[config.mk]
export PLATFORM = sky130hd
export DESIGN_NAME = ysyx_22051013_trap_seq_flat
export DESIGN_NICKNAME = d
export VERILOG_FILES = /design/src/rtl/ysyx_22051013_trap_seq_if.sv /design/src/rtl/ysyx_22051013_trap_seq.sv /design/src/flat_wrapper.sv
export SDC_FILE = /design/constraint.sdc
export NUM_CORES = 1
export LEC_CHECK = 0
export BUFFER_PORTS_ARGS = -buffer_cell sky130_fd_sc_hd__buf_2
export CELL_PAD_IN_SITES_DETAIL_PLACEMENT = 2
export CELL_PAD_IN_SITES_GLOBAL_PLACEMENT = 2
export CORE_ASPECT_RATIO = 0.7
export CORE_MARGIN = 2
export CORE_UTILIZATION = 34
export CTS_BUF_LIST = sky130_fd_sc_hd__clkbuf_4 sky130_fd_sc_hd__clkbuf_8
export DETAILED_ROUTE_END_ITERATION = 16
export PLACE_DENSITY_LB_ADDON = 0.1
export RECOVER_POWER = 100
export SLEW_MARGIN = 15
export SYNTH_ARGS = -nofsm -noshare
export SYNTH_HDL_FRONTEND = slang
export SYNTH_SLANG_ARGS = --single-unit
[constraint.sdc]
create_clock -name clk -period 3.59 [get_ports clk]
set_input_delay 0.359 -clock clk [delete_from_list [all_inputs] [get_ports clk]]
set_output_delay 0.359 -clock clk [all_outputs]
set_load 0.01 [all_outputs]
[src/rtl/ysyx_22051013_trap_seq_if.sv]
// Bundles the EXU request/response, interrupt inputs and CSR-file control port
// of the trap sequencer; the sequencer connects through the slave modport.
interface ysyx_22051013_trap_seq_if #(
  parameter int XLEN = 64
);
  logic            req_valid;
  logic            req_ready;
  logic [2:0]      req_op;
  logic [11:0]     req_addr;
  logic [XLEN-1:0] req_src;
  logic [XLEN-1:0] req_pc;
  logic            irq_timer;
  logic            irq_mie;
  logic [3:0]      csr_ctl;
  logic [11:0]     csr_addr;
  logic [XLEN-1:0] csr_wdata;
  logic [XLEN-1:0] mcause_value;
  logic [XLEN-1:0] csr_rdata;
  logic            rsp_valid;
  logic [XLEN-1:0] rsp_rdata;
  logic            redir_valid;
  logic [XLEN-1:0] redir_pc;
  logic            busy;

  modport slave (
    input  req_valid, req_op, req_addr, req_src, req_pc, irq_timer, irq_mie, csr_rdata,
    output req_ready, csr_ctl, csr_addr, csr_wdata, mcause_value,
           rsp_valid, rsp_rdata, redir_valid, redir_pc, busy
  );

  modport master (
    output req_valid, req_op, req_addr, req_src, req_pc, irq_timer, irq_mie, csr_rdata,
    input  req_ready, csr_ctl, csr_addr, csr_wdata, mcause_value,
           rsp_valid, rsp_rdata, redir_valid, redir_pc, busy
  );
endinterface

[src/rtl/ysyx_22051013_trap_seq.sv]
// Serialises CSR read-modify-write, ecall, mret and timer interrupts into
// CSR-file cycles and returns the old CSR value or a PC redirect.
module ysyx_22051013_trap_seq #(
  parameter int              XLEN     = 64,
  parameter logic [XLEN-1:0] ECALL_CS = 64'd11,
  parameter logic [XLEN-1:0] TIMER_CS = 64'h8000_0000_0000_0007
) (
  input  logic                      clk,
  input  logic                      rst,
  ysyx_22051013_trap_seq_if.slave   bus
);

  typedef enum logic [2:0] {
    IDLE   = 3'd0,
    CSR_RD = 3'd1,
    CSR_WR = 3'd2,
    TRAP   = 3'd3,
    RET    = 3'd4,
    RESP   = 3'd5
  } state_t;

  state_t          state_reg, state_next;
  logic [2:0]      op_reg;
  logic [11:0]     addr_reg;
  logic [XLEN-1:0] src_reg;
  logic [XLEN-1:0] pc_reg;
  logic [XLEN-1:0] cause_reg;
  logic [XLEN-1:0] old_reg;
  logic [XLEN-1:0] target_reg;
  logic            redir_reg;
  logic            csr_op_reg;

  logic            irq_take;
  logic [XLEN-1:0] new_val;
  logic            wr_skip;

  assign irq_take = bus.irq_timer & bus.irq_mie;

  always_comb begin
    case (op_reg)
      3'd0:    new_val = src_reg;
      3'd1:    new_val = old_reg | src_reg;
      default: new_val = old_reg & ~src_reg;
    endcase
  end

  // Set/clear with a zero mask must not touch the CSR (read-only access).
  assign wr_skip = (op_reg != 3'd0) && (src_reg == '0);

  always_ff @(posedge clk or negedge rst) begin
    if (!rst) begin
      state_reg <= IDLE;
    end else begin
      state_reg <= state_next;
    end
  end

  always_comb begin
    state_next = state_reg;
    case (state_reg)
      IDLE: begin
        if (irq_take) begin
          state_next = TRAP;
        end else if (bus.req_valid) begin
          case (bus.req_op)
            3'd0, 3'd1, 3'd2: state_next = CSR_RD;
            3'd3:             state_next = TRAP;
            3'd4:             state_next = RET;
            default:          state_next = RESP;
          endcase
        end
      end
      CSR_RD:  state_next = CSR_WR;
      CSR_WR:  state_next = RESP;
      TRAP:    state_next = RESP;
      RET:     state_next = RESP;
      RESP:    state_next = IDLE;
      default: state_next = IDLE;
    endcase
  end

  always_ff @(posedge clk or negedge rst) begin
    if (!rst) begin
      op_reg     <= '0;
      addr_reg   <= '0;
      src_reg    <= '0;
      pc_reg     <= '0;
      cause_reg  <= '0;
      old_reg    <= '0;
      target_reg <= '0;
      redir_reg  <= 1'b0;
      csr_op_reg <= 1'b0;
    end else begin
      case (state_reg)
        IDLE: begin
          if (irq_take) begin
            pc_reg     <= bus.req_pc;
            cause_reg  <= TIMER_CS;
            redir_reg  <= 1'b1;
            csr_op_reg <= 1'b0;
          end else if (bus.req_valid) begin
            op_reg     <= bus.req_op;
            addr_reg   <= bus.req_addr;
            src_reg    <= bus.req_src;
            pc_reg     <= bus.req_pc;
            cause_reg  <= ECALL_CS;
            redir_reg  <= (bus.req_op == 3'd3) || (bus.req_op == 3'd4);
            csr_op_reg <= (bus.req_op < 3'd3);
          end
        end
        CSR_RD: old_reg <= bus.csr_rdata;
        // mtvec is used in direct mode only: the mode bits are dropped.
        TRAP:   target_reg <= {bus.csr_rdata[XLEN-1:2], 2'b00};
        RET:    target_reg <= bus.csr_rdata;
        default: ;
      endcase
    end
  end

  always_comb begin
    bus.req_ready    = 1'b0;
    bus.busy         = (state_reg != IDLE);
    bus.csr_ctl      = 4'b0000;
    bus.csr_addr     = '0;
    bus.csr_wdata    = '0;
    bus.mcause_value = '0;
    bus.rsp_valid    = 1'b0;
    bus.rsp_rdata    = '0;
    bus.redir_valid  = 1'b0;
    bus.redir_pc     = '0;
    case (state_reg)
      IDLE: bus.req_ready = ~irq_take;
      CSR_RD: begin
        bus.csr_ctl  = 4'b0100;
        bus.csr_addr = addr_reg;
      end
      CSR_WR: begin
        bus.csr_ctl   = wr_skip ? 4'b0000 : 4'b1000;
        bus.csr_addr  = addr_reg;
        bus.csr_wdata = new_val;
      end
      TRAP: begin
        bus.csr_ctl      = 4'b0010;
        bus.csr_wdata    = pc_reg;
        bus.mcause_value = cause_reg;
      end
      RET: bus.csr_ctl = 4'b0001;
      RESP: begin
        bus.rsp_valid   = 1'b1;
        bus.rsp_rdata   = csr_op_reg ? old_reg : '0;
        bus.redir_valid = redir_reg;
        bus.redir_pc    = redir_reg ? target_reg : '0;
      end
      default: ;
    endcase
  end

endmodule

[src/flat_wrapper.sv]
// flat-port wrapper written by rule: the top's interface ports become plain ports
module ysyx_22051013_trap_seq_flat 
#(
  parameter int              XLEN     = 64,
  parameter logic [XLEN-1:0] ECALL_CS = 64'd11,
  parameter logic [XLEN-1:0] TIMER_CS = 64'h8000_0000_0000_0007
)
  (clk, rst, bus_req_valid, bus_req_op, bus_req_addr, bus_req_src, bus_req_pc, bus_irq_timer, bus_irq_mie, bus_csr_rdata, bus_req_ready, bus_csr_ctl, bus_csr_addr, bus_csr_wdata, bus_mcause_value, bus_rsp_valid, bus_rsp_rdata, bus_redir_valid, bus_redir_pc, bus_busy);
  ysyx_22051013_trap_seq_if #(.XLEN(XLEN)) bus_i ();
  input  logic clk;
  input  logic rst;
  input wire logic [$bits(bus_i.req_valid)-1:0] bus_req_valid;
  input wire logic [$bits(bus_i.req_op)-1:0] bus_req_op;
  input wire logic [$bits(bus_i.req_addr)-1:0] bus_req_addr;
  input wire logic [$bits(bus_i.req_src)-1:0] bus_req_src;
  input wire logic [$bits(bus_i.req_pc)-1:0] bus_req_pc;
  input wire logic [$bits(bus_i.irq_timer)-1:0] bus_irq_timer;
  input wire logic [$bits(bus_i.irq_mie)-1:0] bus_irq_mie;
  input wire logic [$bits(bus_i.csr_rdata)-1:0] bus_csr_rdata;
  output wire logic [$bits(bus_i.req_ready)-1:0] bus_req_ready;
  output wire logic [$bits(bus_i.csr_ctl)-1:0] bus_csr_ctl;
  output wire logic [$bits(bus_i.csr_addr)-1:0] bus_csr_addr;
  output wire logic [$bits(bus_i.csr_wdata)-1:0] bus_csr_wdata;
  output wire logic [$bits(bus_i.mcause_value)-1:0] bus_mcause_value;
  output wire logic [$bits(bus_i.rsp_valid)-1:0] bus_rsp_valid;
  output wire logic [$bits(bus_i.rsp_rdata)-1:0] bus_rsp_rdata;
  output wire logic [$bits(bus_i.redir_valid)-1:0] bus_redir_valid;
  output wire logic [$bits(bus_i.redir_pc)-1:0] bus_redir_pc;
  output wire logic [$bits(bus_i.busy)-1:0] bus_busy;
  assign bus_i.req_valid = bus_req_valid;
  assign bus_i.req_op = bus_req_op;
  assign bus_i.req_addr = bus_req_addr;
  assign bus_i.req_src = bus_req_src;
  assign bus_i.req_pc = bus_req_pc;
  assign bus_i.irq_timer = bus_irq_timer;
  assign bus_i.irq_mie = bus_irq_mie;
  assign bus_i.csr_rdata = bus_csr_rdata;
  assign bus_req_ready = bus_i.req_ready;
  assign bus_csr_ctl = bus_i.csr_ctl;
  assign bus_csr_addr = bus_i.csr_addr;
  assign bus_csr_wdata = bus_i.csr_wdata;
  assign bus_mcause_value = bus_i.mcause_value;
  assign bus_rsp_valid = bus_i.rsp_valid;
  assign bus_rsp_rdata = bus_i.rsp_rdata;
  assign bus_redir_valid = bus_i.redir_valid;
  assign bus_redir_pc = bus_i.redir_pc;
  assign bus_busy = bus_i.busy;
  ysyx_22051013_trap_seq #(.XLEN(XLEN), .ECALL_CS(ECALL_CS), .TIMER_CS(TIMER_CS)) u_core (.clk(clk), .rst(rst), .bus(bus_i));
endmodule
[After elaboration in Yosys (flattened, before gate mapping)]
Index checks and enable logic that the tools add are counted.
Cells by class
  reduce and logical (&&, ||, !) cells: 15
  order comparisons: 1
  bitwise logic cells: 5
  equality and inequality tests: 11
  mux-type cells: 26
Operators with widths (count)
  $mux 64: 9
  $pmux 64 s2: 3
  $and 64x64->64: 1
  $logic_not 64->1: 1
  $not 64->64: 1
  $or 64x64->64: 1
  $pmux 3 s3: 2
  $pmux 4 s4: 1
  $eq 3x2->1 const B: 4
  $mux 12: 1
  $eq 3x1->1 const B: 3
  $eq 3x3->1 const B: 3
  $logic_not 3->1: 3
  $mux 1: 7
  $mux 3: 2
  $reduce_bool 3->1: 2
  $reduce_or 3->1: 2
  $mux 4: 1
  $reduce_bool 2->1: 2
  $lt 3x2->1 const B: 1
  $ne 3x2->1 const B: 1
  $reduce_and 3->1: 1
  $reduce_and 2->1: 1
  $reduce_or 2->1: 1
  4 further kinds: 4
Storage, ports and cells
  logic and storage cells: 68
  output and inout bits: 276
  input bits: 212
  flip-flop bits (word level): 340

[Depth between registers and ports, before layout]
Gate-level depths: netlist of the first run.
  word-level depth: 6
  gate-level depth with buffers: 8
  mapped depth without buffers: 5

[Least setup slack after synthesis of the first run]
OpenSTA, ideal clock, no wires.
  path type: flip-flop to output port
  start point: register u_core.state_reg[2]
  end point: output bus_mcause_value[1]
  required time: 3231 ps
  buffers on the path: 3
  slack: 1626 ps
  data arrival time: 1605 ps
  stages on the path, launching flop included: 7
  cell sequence: dfrtp_1 > nand2b_1 > nor2_2 > buf_2 > buf_2 > and2_1 > buf_4
Between the ends
  longest elaborated chain between the ends: 2
RTL lines
  from (decl): RTL line ysyx_22051013_trap_seq.sv:22  | state_t state_reg, state_next;
  from (signal assigned): RTL line ysyx_22051013_trap_seq.sv:54  | state_reg <= state_next;
  $eq 3x2->1: RTL line ysyx_22051013_trap_seq.sv:131  | case (state_reg)
  $mux 64: RTL line ysyx_22051013_trap_seq.sv:131
  to (decl): RTL line flat_wrapper.sv:24  | output wire logic [$bits(bus_i.mcause_value)-1:0] bus_mcause_value;
Every way passes these cells.

[Worst setup path after layout of the first run]
  start point: register u_core.src_reg[47]
  end point: output bus_csr_ctl[3]
Between the ends
  longest elaborated chain between the ends: 4
RTL lines
  from (decl): RTL line ysyx_22051013_trap_seq.sv:25  | logic [XLEN-1:0] src_reg;
  from (signal assigned): RTL line ysyx_22051013_trap_seq.sv:104  | src_reg <= bus.req_src;
  $logic_not 64->1: RTL line ysyx_22051013_trap_seq.sv:48  | assign wr_skip = (op_reg != 3'd0) && (src_reg == '0);
  $logic_and 1x1->1: RTL line ysyx_22051013_trap_seq.sv:48
  $mux 4: RTL line ysyx_22051013_trap_seq.sv:138  | bus.csr_ctl = wr_skip ? 4'b0000 : 4'b1000;
  $pmux 4 s4: RTL line ysyx_22051013_trap_seq.sv:131
  to (decl): RTL line flat_wrapper.sv:21  | output wire logic [$bits(bus_i.csr_ctl)-1:0] bus_csr_ctl;
Every way passes these cells.

==> results of run 1 <==
==> cells by family after synthesis <==
logic type | after synthesis | synth area share, %
AND/OR/NAND/NOR | 326 | 12.4
buffers and inverters | 136 | 6.18
other | 1 | 0.0278
multiplexers | 269 | 22.4
AO/OA/AOI/OAI | 143 | 7.26
flip-flops | 279 | 51.7
==> worst max-delay path by stage <==
| stage | startpoint | end | slack (ns) | cells after the start |
|---|---|---|---|---|
| 3_3_place_gp | u_core.src_reg[47]$_DFFE_PN0P_ | bus_csr_ctl[3] | 0.67 | 5 |
| 6_report | u_core.src_reg[47]$_DFFE_PN0P_ | bus_csr_ctl[3] | 0.10 | 5 |
| 3_5_place_dp | u_core.src_reg[47]$_DFFE_PN0P_ | bus_csr_ctl[3] | 0.69 | 5 |
| 4_1_cts | u_core.src_reg[47]$_DFFE_PN0P_ | bus_csr_ctl[3] | 0.09 | 5 |
| 2_1_floorplan | u_core.state_reg[2]$_DFFE_PN0P_ | bus_mcause_value[1] | 1.63 | 6 |
| 5_1_grt | u_core.src_reg[47]$_DFFE_PN0P_ | bus_csr_ctl[3] | 0.03 | 5 |
==> metal layers <==
| metal | routed length [um] | track usage (%) | vias to the layer above |
|---|---|---|---|
| met4 | 1830 | 9.72 | 0 |
| li1 | - | - | 5114 |
| met1 | 24400 | 34.5 | 5920 |
| met5 | 0 | 0 | - |
| met2 | 28100 | 46.9 | 327 |
| met3 | 3040 | 6.35 | 111 |
==> cells in the final DEF, fill, tap and decap left out, drive strengths merged, types with 2 or more instances in the layout <==
cell type | synthesis | final
a21oi | 2 | 2
a22o | 66 | 66
and2 | 133 | 133
and3 | 2 | 2
buf | 104 | 301
clkbuf | 30 | 219
clkinv | 0 | 4
conb | 1 | 59
dfrtp | 279 | 279
diode | 0 | 7
dlygate4sd3 | 0 | 196
inv | 2 | 3
mux2 | 269 | 269
nand2 | 136 | 136
nand2b | 2 | 2
nand3 | 2 | 2
nand4 | 3 | 3
nor2 | 14 | 14
nor2b | 13 | 13
nor3 | 2 | 2
nor4 | 16 | 16
o21ai | 68 | 68
==> power groups by stage <==
stage,registers (uW),clock network (uW),logic (uW)
6_report,6170,2960,6090
4_1_cts,6100,3010,6240
5_1_grt,6400,3180,6660
3_3_place_gp,6010,0,5820
3_5_place_dp,6130,0,6020
2_1_floorplan,5530,0,4140
==> what timing repair did <==
action                                  CTS  global route
hold buffers                            196             0
hold endpoints to repair                306             0
endpoints found under the setup margin    0             0
==> final cells by class <==
cell class	instances	area (sq um)	share of cell area, %
flip-flops and latches	279	6980	37.5
multi-input cells	797	5940	31.9
repair buffers	646	4110	22.1
clock buffers	70	851	4.57
well taps	535	669	3.59
clock inverters	6	58.8	0.316
diodes	7	17.5	0.0940
inverters	2	7.51	0.0403
==> metrics by stage <==
stage | cells | power (uW) | cell area (sq um) | setup slack (ns)
3_5_place_dp | 2063 | 12100 | 16000 | 0.687
4_1_cts | 2335 | 15300 | 18900 | 0.0860
6_report | 2342 | 15200 | 18600 | 0.105
3_3_place_gp | 2063 | 11800 | 16000 | 0.669
5_1_grt | 2340 | 16200 | 18600 | 0.0331
2_1_floorplan | 1212 | 9660 | 13700 | 1.63
==> worst max-delay path, delay by kind of cell (launching register included) <==
kind | cells | cell delay [ns]
and+or+nand+nor | 3 | 1.79
DFF | 1 | 0.42
AOI/OAI and AO/OA | 1 | 0.21
buffers and inverters | 1 | 0.13
==> implementation parameters, run 1 <==
Parameter                              Value

Hold path
  Worst-case hold path end point ... u_core.target_reg[21]$_DFFE_PN0P_
  Class of the tightest hold or removal check ... input port to flip-flop
  Hold Crit Start ... bus_csr_rdata[21]
  Number of instances on the worst hold path ... 2

Floorplan
  Die Span X ... 242 um
  Vert. Die Dim ... 171 um
  Boundary Pins ... 488
  Core outline area ... 39500 sq um
  Die Outline Area ... 41400 sq um
  Starting density of the core ... 34.2%
  Cell Rows ... 61

Synth
  Post-synthesis instance area ... 13500 sq um
  Cell accounting for the most synthesized area ... dfrtp_1
  Count of flip-flops with a built-in enable after synthesis ... 0
  Cells after Synth ... 1154
  Most used standard cell by instance count after synthesis ... dfrtp_1
  Synthesis-stage register bit count ... 279
  Sequential element share of the synthesized area ... 51.7%
  Fraction of registers with async set/reset ... 100%
  Top cells by area, synth ... dfrtp_1 52%, mux2_2 13%, mux2_1 9.8%
  Top cells by count, synth ... 279 x dfrtp_1, 152 x mux2_2, 136 x nand2_1, 133 x and2_1, 117 x mux2_1
  Top FF cell, synth ... dfrtp_1
  Count of warnings emitted by yosys ... 0
  Top cell type's share of synthesized area ... 51.7%
  Library cells used by synthesis ... 37
  Avg Cell Area, Syn ... 11.7 sq um

Detailed routing
  Vias after detailed routing ... 11472
  Routed length per placed instance ... 24.5 um
  Via/cell ratio ... 4.90
  Antenna Violating Nets Remaining ... 0
  DR pass1 iterations ... 4
  Number of design-rule violations left by the first detailed-router iteration ... 423
  Remaining design rule violation count ... 0
  Routed wire length ... 57.4 mm

Critical path
  Depth of the most critical reg-to-reg path ... 5
  Arrival time of data at the critical path endpoint ... 3.13 ns
  Delay of the slowest cell on the worst path ... 0.82 ns
  CP startpoint kind ... flip-flop
  Reg2reg start ... u_core.state_reg[0]$_DFFE_PN0P_
  Required time at the endpoint of the critical path ... 3.23 ns
  Type of the setup path with the least slack ... flip-flop to primary output
  Element type at the critical path end ... primary output
  Critical-path cell with the highest stage delay ... nor4_1
  Critical path cell sequence ... nor4_1, nand4_1, or4_1, o21a_1, clkbuf_2
  Maximum fanout encountered on the critical timing path ... 4
  Reg-to-reg endpoint ... u_core.target_reg[4]$_DFFE_PN0P_
  Worst setup slack for register-to-register paths ... 0.15 ns

Run status
  Status ... finished with violations
  Violated checks ... capacitance limit, slew limit

Pwr
  Peak supply drop ... 0.352 mV
  Net switching share of the total power ... 40.3%
  Sequential power share ... 40.6%
  Power density cells ... 817 nW/um^2
  Leakage Power ... 0.00851 uW
  Net switching power of the design ... 6130 uW
  Clk pwr share ... 19.5%
  Internal power ... 9090 uW
  Combinational share of power ... 40.0%

CTS
  Count of cells resized by post-cts repair ... 0
  Latest clock arrival within the worst-skew pair ... 0.60 ns
  Maximum buffer depth of the clock tree ... 3
  TritonCTS sink count ... 279
  Cts bufs inserted ... 47
  Number of levels the H-tree was split into ... 2
  Clock-pin transition on the worst setup and hold timing paths ... 0.06 ns
  TritonCTS clock tree ... built
  Master cell of the clock root buffer ... clkbuf_8
  Post-CTS setup-driven buffer insertion count ... 0

STA
  Hold Vio Cnt, Final ... 0
  Number of endpoints failing setup at the final stage ... 0
  Final critical path time including I/O delays and setup ... 3.49 ns
  RSZ-0062 raised after global routing ... no
  Final count of pins violating max slew ... 77
  Minimum hold slack ... 0.0333 ns
  Final worst path period share ... 97.1%
  Transition time of the tightest slew-check pin ... 2.17 ns
  Relative slew slack ... -44.8%
  Final total negative setup slack ... 0 ns
  Max frequency ... 0.287 GHz
  Post-route clock skew ... 0.0320 ns

Cells and area
  Layout cell share with drive strength beyond 1 ... 30.4%
  Share of the core filled with cells ... 47.2%
  Layout Nets ... 1985
  # fillers ... 4153
  Layout Area Growth over Synthesis ... 38.0%

GRT
  Pin count of the biggest net entering global routing ... 81
  Wire length of the first global-routing pass ... 85.8 mm
  Antenna violations before repair ... 9
  Via count of the first global-routing pass ... 13199
  All-Layer GR Usage ... 27.6%
  Leftover overflow at the end of global routing ... 0

Placed design
  Hpwl dp ... 37.7 mm
  Number of port buffers ... 428
  Weighted congestion reported at the end of routability-driven placement ... 0.770

Run
  Max-cap violations ... 1
Note: power is estimated with default switching activity, not from simulation.
==> inputs of run 2 (changes only) <==
Settings changed: CORE_UTILIZATION 34 to 29.
Clock period 3.59 ns to 2.89 ns, I/O delays scaled along.
==> implementation parameters, run 2 (synthesized netlist as in run 1, its figures left out) <==
Parameter                              Value

Detailed routing
  Routed length per placed instance ... 23.0 um
  DR pass1 iterations ... 4
  Remaining design rule violation count ... 0
  Routed wire length ... 56.4 mm
  Via/cell ratio ... 4.64
  Number of design-rule violations left by the first detailed-router iteration ... 436
  Vias after detailed routing ... 11367
  Antenna Violating Nets Remaining ... 0

Run status
  Violated checks ... capacitance limit, slew limit
  Status ... finished with violations

Placed design
  Hpwl dp ... 38.9 mm
  Weighted congestion reported at the end of routability-driven placement ... 0.772
  Number of placed cells counting well taps ... 2150
  Number of port buffers ... 428
  Post-placement worst setup slack ... 0.544 ns

CTS
  TritonCTS sink count ... 279
  Number of levels the H-tree was split into ... 2
  TritonCTS clock tree ... built
  Latest clock arrival within the worst-skew pair ... 0.59 ns
  Clock-pin transition on the worst setup and hold timing paths ... 0.06 ns
  Master cell of the clock root buffer ... clkbuf_8
  Cts bufs inserted ... 50
  Maximum buffer depth of the clock tree ... 3

Floorplan
  Starting density of the core ... 29.2%
  Vert. Die Dim ... 185 um
  Cell Rows ... 66
  Core outline area ... 46200 sq um
  Die Outline Area ... 48300 sq um
  Die Span X ... 262 um
  Boundary Pins ... 488

Hold path
  Class of the tightest hold or removal check ... input port to flip-flop

STA
  Number of endpoints failing setup at the final stage ... 0
  Hold Vio Cnt, Final ... 0
  Post-route clock skew ... 0.0234 ns
  Transition time of the tightest slew-check pin ... 1.88 ns
  RSZ-0062 raised after global routing ... yes
  Worst-case setup margin in the final layout ... 0.0836 ns
  Relative slew slack ... -25.0%
  Final count of pins violating max slew ... 61
  Final critical path time including I/O delays and setup ... 2.81 ns
  Final worst path period share ... 97.1%
  Max frequency ... 0.356 GHz

Run
  Max-cap violations ... 1

Critical path
  Arrival time of data at the critical path endpoint ... 2.52 ns
  Maximum fanout encountered on the critical timing path ... 4
  Element type at the critical path end ... primary output
  Required time at the endpoint of the critical path ... 2.60 ns
  Type of the setup path with the least slack ... flip-flop to primary output
  CP startpoint kind ... flip-flop

Pwr
  Peak supply drop ... 0.465 mV
  Total Power ... 19400 uW
  Leakage Power ... 0.00899 uW
  Power density cells ... 1000 nW/um^2

GRT
  All-Layer GR Usage ... 23.2%
  Via count of the first global-routing pass ... 13005
  Pin count of the biggest net entering global routing ... 65
  Leftover overflow at the end of global routing ... 0
  Antenna violations before repair ... 5
  Wire length of the first global-routing pass ... 84.0 mm

Cells and area
  Layout Area Growth over Synthesis ... 42.9%
  Share of the core filled with cells ... 41.7%
  Most frequent cells in the layout ... 316 x buf_2, 277 x dfrtp_1, 208 x dlygate4sd3_1
  Layout cell share with drive strength beyond 1 ... 36.0%
  Layout Nets ... 2012
  Most frequent standard cell in the layout excluding fill and tap cells ... buf_2
  Number of standard cells in the layout, taps in and fillers out ... 2451
## run 2: final cells by class
| class | instances | area (sq um) |
|---|---|---|
| Clock buffer | 79 | 981 |
| Clock inverter | 7 | 40.0 |
| Sequential cell | 279 | 6980 |
| Timing Repair Buffer | 669 | 4490 |
| Tap cell | 612 | 766 |
| Fill cell | 4961 | 26900 |
| Antenna cell | 5 | 12.5 |
| Multi-Input combinational cell | 798 | 6020 |
| Inverter | 2 | 7.51 |
## run 2: worst max-delay path, cell delays in order (launching register included)
cell	delay, ns
dfrtp_1	0.43
nor4_4	0.32
nand4_1	0.25
or4_4	0.59
o21a_1	0.18
buf_2	0.15
## run 2: final timing paths
path / endpoint / start / cells after the start / slack (ns)
max in group asynchronous: u_core.target_reg[4]$_DFFE_PN0P_ / rst / 3 / 0.50
min in group asynchronous: u_core.target_reg[59]$_DFFE_PN0P_ / rst / 2 / 0.73
worst min-delay path: u_core.state_reg[1]$_DFFE_PN0P_ / bus_req_valid / 3 / 0.11
worst max-delay path: bus_csr_ctl[3] / u_core.src_reg[16]$_DFFE_PN0P_ / 5 / 0.08
worst min register to register: u_core.cause_reg[1]$_DFFE_PN0P_ / u_core.cause_reg[1]$_DFFE_PN0P_ / 1 / 0.45
worst max register to register: u_core.target_reg[23]$_DFFE_PN0P_ / u_core.state_reg[2]$_DFFE_PN0P_ / 6 / 0.18
## run 2: stage by stage
step | hold WS [ns] | TNS (ns) | instance area [sq um]
final | 0.114 | 0 | 19300
after global routing | 0.101 | -0.927 | 19300
after CTS | 0.0571 | 0 | 19400
after detailed placement | 0.296 | 0 | 16200
after global placement | 0.283 | 0 | 16200
after floorplan | -0.00659 | 0 | 13700
## run 2: routing by layer
layer | part of all wire [%] | vias up | track usage, % | routed length [um]
met5 | 0 | - | 0 | 0
met4 | 2.4 | 0 | 6.49 | 1360
met3 | 4.6 | 89 | 4.48 | 2620
met2 | 48 | 277 | 38.3 | 27100
met1 | 45 | 5824 | 30.9 | 25300
li1 | - | 5177 | - | -
## run 2: repair_timing
| item | 4_1_cts | 5_1_grt |
|---|---|---|
| resized for setup | 7 | 7 |
| hold buffers | 208 | 0 |
| gates cloned | 1 | 0 |
| pin swaps | 2 | 3 |
| setup endpoints to repair | 8 | 28 |
| endpoints found under the hold margin | 328 | 0 |
| setup buffers | 1 | 0 |
## run 2: where the power goes
group | switching (uW) | total (uW) | internal [uW] | leakage (uW)
Clock | 1770 | 3910 | 2140 | 0.000544
Sequential | 1730 | 7680 | 5950 | 0.00328
Combinational | 4130 | 7780 | 3660 | 0.00516
==> inputs of run 3 (changes only) <==
Clock period 2.89 ns to 2.45 ns, I/O delays scaled along.
==> implementation parameters, run 3 (synthesized netlist as in run 1, its figures left out) <==
Parameter                              Value

Run status
  Status ... finished with violations
  Violated checks ... capacitance limit, slew limit, setup timing

Detailed routing
  Routed length per placed instance ... 26.4 um
  Wire length the detailed router placed on met1 ... 29.5 mm
  Via/cell ratio ... 4.85
  Highest routed layer ... met4
  Met2 routed wirelength ... 31.2 mm
  DR pass1 iterations ... 4
  Vias after detailed routing ... 12147
  Remaining design rule violation count ... 0
  Antenna Violating Nets Remaining ... 0
  Number of design-rule violations left by the first detailed-router iteration ... 503
  Met3 WL ... 3.27 mm
  Routed wire length ... 66.0 mm

Critical path
  Arrival time of data at the critical path endpoint ... 2.48 ns
  Critical-path cell with the highest stage delay ... or4_4
  Element type at the critical path end ... primary output
  CP startpoint kind ... flip-flop
  Depth of the most critical reg-to-reg path ... 6
  Type of the setup path with the least slack ... flip-flop to primary output
  Delay of the slowest cell on the worst path ... 0.57 ns
  Critical path cell sequence ... nor4_4, nand4_1, or4_4, o21a_1, buf_6
  Maximum fanout encountered on the critical timing path ... 4
  Required time at the endpoint of the critical path ... 2.20 ns

CTS
  Number of levels the H-tree was split into ... 2
  Clock-pin transition on the worst setup and hold timing paths ... 0.06 ns
  Cts bufs inserted ... 50
  Latest clock arrival within the worst-skew pair ... 0.59 ns
  Maximum buffer depth of the clock tree ... 3
  Master cell of the clock root buffer ... clkbuf_8
  TritonCTS sink count ... 279
  TritonCTS clock tree ... built

Floorplan
  Die Outline Area ... 48300 sq um
  Die Span X ... 262 um
  Vert. Die Dim ... 185 um
  Cell Rows ... 66
  Boundary Pins ... 488
  Starting density of the core ... 29.2%
  Core outline area ... 46200 sq um

Placed design
  Hpwl dp ... 38.3 mm
  Weighted congestion reported at the end of routability-driven placement ... 0.762
  Number of port buffers ... 428

Cells and area
  Share of the core filled with cells ... 46.8%
  Layout Area Growth over Synthesis ... 60.3%
  Most frequent standard cell in the layout excluding fill and tap cells ... buf_2
  Layout Nets ... 2065
  Most frequent cells in the layout ... 350 x buf_2, 272 x dfrtp_1, 208 x dlygate4sd3_1
  # fillers ... 4662
  Layout cell share with drive strength beyond 1 ... 49.5%

GRT
  Wire length of the first global-routing pass ... 85.3 mm
  Leftover overflow at the end of global routing ... 0
  Pin count of the biggest net entering global routing ... 65
  Via count of the first global-routing pass ... 13292
  All-Layer GR Usage ... 23.7%
  Antenna violations before repair ... 8

STA
  Final worst path period share ... 111%
  Worst-case setup margin in the final layout ... -0.274 ns
  Minimum hold slack ... 0.0389 ns
  RSZ-0062 raised after global routing ... yes
  Hold Vio Cnt, Final ... 0
  Relative slew slack ... -20.5%
  Max frequency ... 0.367 GHz
  Final critical path time including I/O delays and setup ... 2.72 ns
  Number of endpoints failing setup at the final stage ... 250
  Final count of pins violating max slew ... 39
  Transition time of the tightest slew-check pin ... 1.81 ns
  Post-route clock skew ... 0.0140 ns

Pwr
  Combinational share of power ... 46.8%
  Internal power ... 15900 uW
  Total Power ... 26800 uW
  Net switching share of the total power ... 40.6%
  Peak supply drop ... 0.475 mV
  Leakage Power ... 0.0101 uW
  Power density cells ... 1240 nW/um^2
  Clk pwr share ... 17.4%
  Sequential power share ... 35.7%
  Net switching power of the design ... 10900 uW

Hold path
  Number of instances on the worst hold path ... 4
  Class of the tightest hold or removal check ... input port to flip-flop

Run
  Max-cap violations ... 1
## run 3: cell count changes in the layout (fill, tap and decap cells not counted), sizes merged
cell,delta
diode,+1
clkinvlp,-1
clkbuf,-98
dlymetal6s4s,+1
buf,+149
or3,+2
## run 3: final cells by class
| class | count | area [sq um] | area share (%) |
|---|---|---|---|
| diodes | 6 | 15.0 | 0.0694 |
| clock buffers | 80 | 1010 | 4.65 |
| clock inverters | 6 | 32.5 | 0.150 |
| inverters | 2 | 7.51 | 0.0347 |
| multi-input cells | 800 | 6820 | 31.5 |
| flip-flops and latches | 279 | 6990 | 32.3 |
| well taps | 612 | 766 | 3.54 |
| repair buffers | 720 | 6010 | 27.8 |
## run 3: metal layers
metal,GRT usage (%),up-vias
li1,-,5314
met1,31.6,6347
met5,0,-
met4,7.64,0
met2,38.7,375
met3,4.36,111
## run 3: repair_timing
action / in CTS / in global routing
endpoints found under the hold margin: 551 / 0
cloned: 5 / 24
hold buffers: 208 / 0
pin swaps: 28 / 90
gates resized for setup: 139 / 316
endpoints found under the setup margin: 211 / 172
setup buffers: 13 / 19
## run 3: power by group through the flow
stage,logic [uW],registers (uW),clock network [uW]
after floorplan,6070,8100,0
after global placement,8850,8860,0
after detailed placement,9080,9000,0
after CTS,10400,9080,4830
after global routing,13400,9910,5030
final,12600,9590,4670
## run 3: critical path, delay by kind of cell, from the launching register on
kind / cells / cell delay [ns]
AO/OA/AOI/OAI: 1 / 0.23
buffers and inverters: 1 / 0.14
flip-flops: 1 / 0.47
AND/OR/NAND/NOR: 3 / 1.06
## run 3: path summary, 6_finish.rpt
check | start | slack [ns] | to
worst max-delay path | u_core.src_reg[38]$_DFFE_PN0P_ | -0.27 | bus_csr_ctl[3]
worst min-delay path | bus_req_valid | 0.04 | u_core.cause_reg[2]$_DFFE_PN0P_
worst max register to register | u_core.state_reg[2]$_DFFE_PN0P_ | -0.12 | u_core.pc_reg[36]$_DFFE_PN0P_
worst min register to register | u_core.target_reg[5]$_DFFE_PN0P_ | 0.48 | u_core.target_reg[5]$_DFFE_PN0P_
max in group asynchronous | rst | 0.09 | u_core.state_reg[1]$_DFFE_PN0P_
min in group asynchronous | rst | 0.78 | u_core.old_reg[59]$_DFFE_PN0P_
## run 3: per-stage QoR
step	setup TNS, ns	instances	setup WS (ns)	area (sq um)
floorplan	0	1212	0.600	13700
global placement	0	2149	0.122	16300
detailed placement	0	2149	0.0923	16300
CTS	-6.27	2460	-0.366	20000
global route	-85.91	2503	-0.380	21600
finish	-17.73	2505	-0.274	21600
